--- src/rtl/fft_pkg.sv ---
// rtl/fft_pkg.sv - shared types and helpers for the streaming bit-reversal reorder buffer.
package fft_pkg;

   typedef enum logic [1:0] {
      BANK_EMPTY    = 2'd0,
      BANK_FILLING  = 2'd1,
      BANK_FULL     = 2'd2,
      BANK_DRAINING = 2'd3
   } bank_state_e;

   localparam int DEF_SAMPLES = 4;

   // Floor of 1 keeps pointer vectors legal even for degenerate frame lengths.
   function automatic int addr_w(input int samples);
      return (samples < 2) ? 1 : $clog2(samples);
   endfunction

   localparam int DEF_ADDR_W = addr_w(DEF_SAMPLES);

   function automatic logic [31:0] bitrev(input logic [31:0] idx, input int nbits);
      logic [31:0] r;
      r = '0;
      for (int i = 0; i < 32; i++) begin
         if (i < nbits) r[nbits-1-i] = idx[i];
      end
      return r;
   endfunction

endpackage

--- src/rtl/fft_bitrev_bank.sv ---
// rtl/fft_bitrev_bank.sv - one storage bank of the reorder buffer with its own fill/drain state.
module fft_bitrev_bank
   import fft_pkg::*;
#(
   parameter int SAMPLES = 4,
   parameter int WIDTH   = 3,
   localparam int ADDR_W = addr_w(SAMPLES)
) (
   input  logic              clk,
   input  logic              rst_n,
   input  logic              wr_en_i,
   input  logic              wr_last_i,
   input  logic [ADDR_W-1:0] wr_addr_i,
   input  logic [WIDTH-1:0]  wr_data_i,
   input  logic              rd_en_i,
   input  logic              rd_last_i,
   input  logic [ADDR_W-1:0] rd_addr_i,
   output logic [WIDTH-1:0]  rd_data_o,
   output logic              writable_o,
   output logic              readable_o
);

   bank_state_e state_q, state_d;
   logic [WIDTH-1:0] mem_q [SAMPLES];

   always_comb begin
      state_d = state_q;
      case (state_q)
         BANK_EMPTY:    if (wr_en_i) state_d = wr_last_i ? BANK_FULL : BANK_FILLING;
         BANK_FILLING:  if (wr_en_i && wr_last_i) state_d = BANK_FULL;
         BANK_FULL:     if (rd_en_i) state_d = rd_last_i ? BANK_EMPTY : BANK_DRAINING;
         BANK_DRAINING: if (rd_en_i && rd_last_i) state_d = BANK_EMPTY;
         default:       state_d = BANK_EMPTY;
      endcase
   end

   always_ff @(posedge clk or negedge rst_n) begin
      if (!rst_n) state_q <= BANK_EMPTY;
      else        state_q <= state_d;
   end

   // Sample storage carries no reset; validity is tracked solely by state_q.
   always_ff @(posedge clk) begin
      if (wr_en_i) mem_q[wr_addr_i] <= wr_data_i;
   end

   assign rd_data_o  = mem_q[rd_addr_i];
   assign writable_o = (state_q == BANK_EMPTY) || (state_q == BANK_FILLING);
   assign readable_o = (state_q == BANK_FULL)  || (state_q == BANK_DRAINING);

endmodule

--- src/rtl/fft_bitrev_stream.sv ---
// rtl/fft_bitrev_stream.sv - ping-pong bit-reversal reorder buffer, natural order in, bit-reversed out.
// Optional frame-length check (in_last / frame_err) is built when FFT_BITREV_FRAMECHK_EN is defined.
module fft_bitrev_stream
   import fft_pkg::*;
#(
   parameter int SAMPLES = 4,
   parameter int WIDTH   = 3
) (
   input  logic             clk,
   input  logic             rst_n,
`ifdef FFT_BITREV_FRAMECHK_EN
   input  logic             in_last,
   output logic             frame_err,
`endif
   input  logic             in_valid,
   output logic             in_ready,
   input  logic [WIDTH-1:0] in_data,
   output logic             out_valid,
   input  logic             out_ready,
   output logic [WIDTH-1:0] out_data,
   output logic             out_last
);

   localparam int ADDR_W = addr_w(SAMPLES);
   localparam logic [ADDR_W-1:0] LAST_IDX = ADDR_W'(SAMPLES - 1);

   logic              wr_bank_q, wr_bank_d;
   logic              rd_bank_q, rd_bank_d;
   logic [ADDR_W-1:0] wr_ptr_q, wr_ptr_d;
   logic [ADDR_W-1:0] rd_ptr_q, rd_ptr_d;
   logic [ADDR_W-1:0] rd_addr;
   logic              wr_fire, rd_fire, wr_wrap, rd_wrap;
   logic [1:0]        bank_writable, bank_readable;
   logic [WIDTH-1:0]  bank_rd_data [2];

   assign in_ready  = bank_writable[wr_bank_q];
   assign out_valid = bank_readable[rd_bank_q];
   assign wr_fire   = in_valid && in_ready;
   assign rd_fire   = out_valid && out_ready;
   assign wr_wrap   = (wr_ptr_q == LAST_IDX);
   assign rd_wrap   = (rd_ptr_q == LAST_IDX);
   assign rd_addr   = ADDR_W'(bitrev(32'(rd_ptr_q), ADDR_W));
   assign out_data  = bank_rd_data[rd_bank_q];
   assign out_last  = out_valid && rd_wrap;

   for (genvar b = 0; b < 2; b++) begin : g_bank
      fft_bitrev_bank #(
         .SAMPLES (SAMPLES),
         .WIDTH   (WIDTH)
      ) u_bank (
         .clk        (clk),
         .rst_n      (rst_n),
         .wr_en_i    (wr_fire && (wr_bank_q == 1'(b))),
         .wr_last_i  (wr_wrap),
         .wr_addr_i  (wr_ptr_q),
         .wr_data_i  (in_data),
         .rd_en_i    (rd_fire && (rd_bank_q == 1'(b))),
         .rd_last_i  (rd_wrap),
         .rd_addr_i  (rd_addr),
         .rd_data_o  (bank_rd_data[b]),
         .writable_o (bank_writable[b]),
         .readable_o (bank_readable[b])
      );
   end

   always_comb begin
      wr_ptr_d  = wr_ptr_q;
      wr_bank_d = wr_bank_q;
      rd_ptr_d  = rd_ptr_q;
      rd_bank_d = rd_bank_q;
      if (wr_fire) begin
         wr_ptr_d = wr_wrap ? '0 : wr_ptr_q + 1'b1;
         if (wr_wrap) wr_bank_d = ~wr_bank_q;
      end
      if (rd_fire) begin
         rd_ptr_d = rd_wrap ? '0 : rd_ptr_q + 1'b1;
         if (rd_wrap) rd_bank_d = ~rd_bank_q;
      end
   end

   always_ff @(posedge clk or negedge rst_n) begin
      if (!rst_n) begin
         wr_ptr_q  <= '0;
         wr_bank_q <= 1'b0;
         rd_ptr_q  <= '0;
         rd_bank_q <= 1'b0;
      end else begin
         wr_ptr_q  <= wr_ptr_d;
         wr_bank_q <= wr_bank_d;
         rd_ptr_q  <= rd_ptr_d;
         rd_bank_q <= rd_bank_d;
      end
   end

`ifdef FFT_BITREV_FRAMECHK_EN
   // Framing is still by count; in_last is only cross-checked against it.
   logic frame_err_q;

   always_ff @(posedge clk or negedge rst_n) begin
      if (!rst_n)                             frame_err_q <= 1'b0;
      else if (wr_fire && (in_last != wr_wrap)) frame_err_q <= 1'b1;
   end

   assign frame_err = frame_err_q;
`endif

endmodule
--- config.mk ---
export PLATFORM = sky130hd
export DESIGN_NAME = fft_bitrev_stream
export DESIGN_NICKNAME = d
export VERILOG_FILES = /design/src/rtl/fft_pkg.sv /design/src/rtl/fft_bitrev_bank.sv /design/src/rtl/fft_bitrev_stream.sv
export SDC_FILE = /design/constraint.sdc
export NUM_CORES = 1
export LEC_CHECK = 0
export CORE_AREA = 3 3 54 56
export CTS_BUF_LIST = sky130_fd_sc_hd__clkbuf_8
export DETAILED_ROUTE_END_ITERATION = 16
export DIE_AREA = 0 0 57 59
export GPL_TIMING_DRIVEN = 0
export PLACE_DENSITY_LB_ADDON = 0.1
export RECOVER_POWER = 100
export SLEW_MARGIN = 20
export SYNTH_ARGS = -nofsm -noshare
export SYNTH_HDL_FRONTEND = slang
export SYNTH_SLANG_ARGS = --single-unit
export TNS_END_PERCENT = 50
--- constraint.sdc ---
create_clock -name clk -period 2.11 [get_ports clk]
set_clock_uncertainty 0.2 [all_clocks]
set_input_delay 0.3165 -clock clk [delete_from_list [all_inputs] [get_ports clk]]
set_output_delay 0.3165 -clock clk [all_outputs]
set_load 0.02 [all_outputs]
==> run_results.csv <==
group,metric,value,unit
critical_path,slowest_stage,"mux4_2",
yosys,synth_async_sr_flop_share,0.250,
cts,cts_tree,"built",
timing,hold_viol,0,
yosys,yosys_warnings,0,
critical_path,max_stage_delay,0.51,ns
yosys,synth-main-ff-cell,"edfxtp_1",
cts,numCtsBuffers,5,
yosys,yosysSeqAreaShare,0.644,
route,final_antenna_net_count,0,
route,viasPerCell,5.42,
critical_path,worstPathMaxFanout,6,
route,wl,2400,um
yosys,mappedNetlistArea,1430,um2
final_layout,mostFrequentLayoutCells,"edfxtp_1 (24), nand2_1 (9), dfrtp_1 (8), mux4_2 (6), mux2_2 (6)",
critical_path,worst-path-buf-inv,2,
yosys,synth_cells,89,
route,firstDrtPassIters,4,
flow_run,cap_violations,0,
timing,worst_slew_pin_slew,0.591,ns
cts,clkLatencyLatePin,0.28,ns
pwr,p_per_area,1450,nW/um2
placement,io_buffer_count,11,
placement,dp_slack,-0.284,ns
floorplanning,die_h,59,um
floorplanning,fp.dieW,57,um
cts,clock-root-buffer,"clkbuf_8",
critical_path,crit_family,"multiplexers",
critical_path,crit_arrival,1.70,ns
cts,clock_path_buffers,2,
floorplanning,dieArea,3360,um2
placement,dp_cells,130,
critical_path,critical_path.cell_chain,"buf_6 -> mux4_2 -> mux2_4 -> buf_6",
final_layout,layout.cells.non_filler,142,
timing,setup_viol,3,
run_status,violations,"setup timing",
yosys,synth-edff-count,24,
critical_path,critPathKind,"register to output pin",
grt,grt_pass1_wl,3980,um
final_layout,area_growth,18.3,%
final_layout,final_common_cell,"edfxtp_1",
floorplanning,fp.coreArea,2480,um2
yosys,synth.avg_cell_area,16.1,um2
timing,finalCritPeriodShare,1.05,
timing,fmax,0.451,GHz
critical_path,end_kind,"output pin",
route,vias,770,
final_layout,final_area,1690,um2
cts,path_clk_slew,0.06,ns
timing,min_period,2.22,ns
critical_path,cp_common_cell,"buf_6",
cts,cts.sinks,32,
grt,grt_pass1_vias,784,
grt,grt_overflow,0,
final_layout,drive_gt1_frac,0.286,
grt,antenna_found_initial,0,
yosys,synth_nets,101,
worst_hold_path,hold_path.class,"primary input to async pin",
floorplanning,start_util,0.577,
timing,tns,-0.286,ns
route,drt-initial-drc-count,27,
placement,place.gp.congestion,0.674,
timing,setup_ws,-0.109,ns
final_layout,antenna_cells,0,
timing,rsz0062_at_grt,"true",
yosys,yosysUniqueCellTypes,23,
critical_path,start_kind,"register",
route,routedWlPerCell,16.9,um
run_status,status,"finished with violations",
yosys,ys_ff_latch,32,
timing,slew_viol_final,0,
pwr,peakVddDrop,0.00113,V
grt,grt.total_usage,0.171,
floorplanning,rows,18,
pwr,power_leakage,0.000670,uW
grt,grt_start_max_net_pins,11,
cts,htreeDepth,2,
timing,slew_headroom,0.603,
final_layout,nNetsFinal,123,
floorplanning,ioPinCount,13,
placement,postPlaceCellArea,1580,um2
critical_path,crit_required,1.59,ns
route,drt_drc_violations_left,0,
==> report_power, final <==
part	leakage, uW	internal, uW	switching [uW]	total, uW
logic	0.000297	530	479	1010
clock network	0.0000593	345	210	554
registers	0.000313	809	79.6	888
==> final timing paths <==
check / from / endpoint / slack, ns / cells past startpoint
worst max-delay path: rd_ptr_q[0] / out_data[0] / -0.11 / 4
max in group asynchronous: rst_n / rd_ptr_q[1] / 1.21 / 1
worst min register to register: wr_ptr_q[1] / wr_ptr_q[1] / 0.38 / 1
worst max register to register: wr_ptr_q[0] / g_bank[0].u_bank.mem_q[2][2] / 0.34 / 4
worst min-delay path: rst_n / wr_ptr_q[1] / 0.21 / 1
min in group clk: in_valid / wr_bank_q / 0.23 / 4
==> metal layers <==
metal  routed length (um)  GRT usage  vias up
met5                    0          0        -
met4                   43     0.0728        0
met3                  114     0.0654        5
met2                 1230      0.261       18
met1                 1010      0.219      378
li1                     -          -      369
==> what timing repair did <==
action,in CTS,in global routing
endpoints found under the setup margin,6,4
buffers inserted,4,0
hold buffers,0,0
gates resized for setup,28,2
==> final cells by class <==
type                            instances  area [um2]
Multi-Input combinational cell         48         438
Timing Repair Buffer                   15         136
Fill cell                             196         786
Sequential cell                        32         921
Buffer                                  6        40.0
Clock buffer                            5        68.8
Tap cell                               30        37.5
Clock inverter                          3        38.8
Inverter                                3        11.3
==> stage by stage <==
step | utilization | total power (uW) | hold WS, ns
after global routing | 0.683 | 2620 | 0.219
after detailed placement | 0.637 | 1840 | 0.374
after CTS | 0.684 | 2480 | 0.151
after floorplan | - | 1530 | -0.179
final | 0.683 | 2450 | 0.208
after global placement | 0.637 | 1810 | 0.353
==> cells by family after synthesis <==
group	synth area share
adder cells (fa/ha/maj)	0.0437
buffers and inverters	0.0367
AO/OA/AOI/OAI	0.0201
AND/OR/NAND/NOR	0.0752
multiplexers	0.180
flip-flops	0.644
==> cells in the mapped netlist (2+ instances only) <==
master    count  area (um2)
edfxtp_1     24         721
nand2_1       9        33.8
dfrtp_1       8         200
mux2_2        8        90.1
mux4_1        6         158
ha_1          5        62.6
nor2_1        5        18.8
buf_2         3        15.0
inv_1         3        11.3
nor3_1        3        15.0
buf_6         2        22.5
o21ai_0       2        10.0
==> flip-flops by register name (all words and copies together) (netlist names) <==
register / cells
rd_bank_q: 1
g_bank.u_bank.mem_q: 24
g_bank.u_bank.state_q: 2
wr_ptr_q: 2
wr_bank_q: 1
rd_ptr_q: 2
Note: power is estimated with default switching activity, not from simulation.
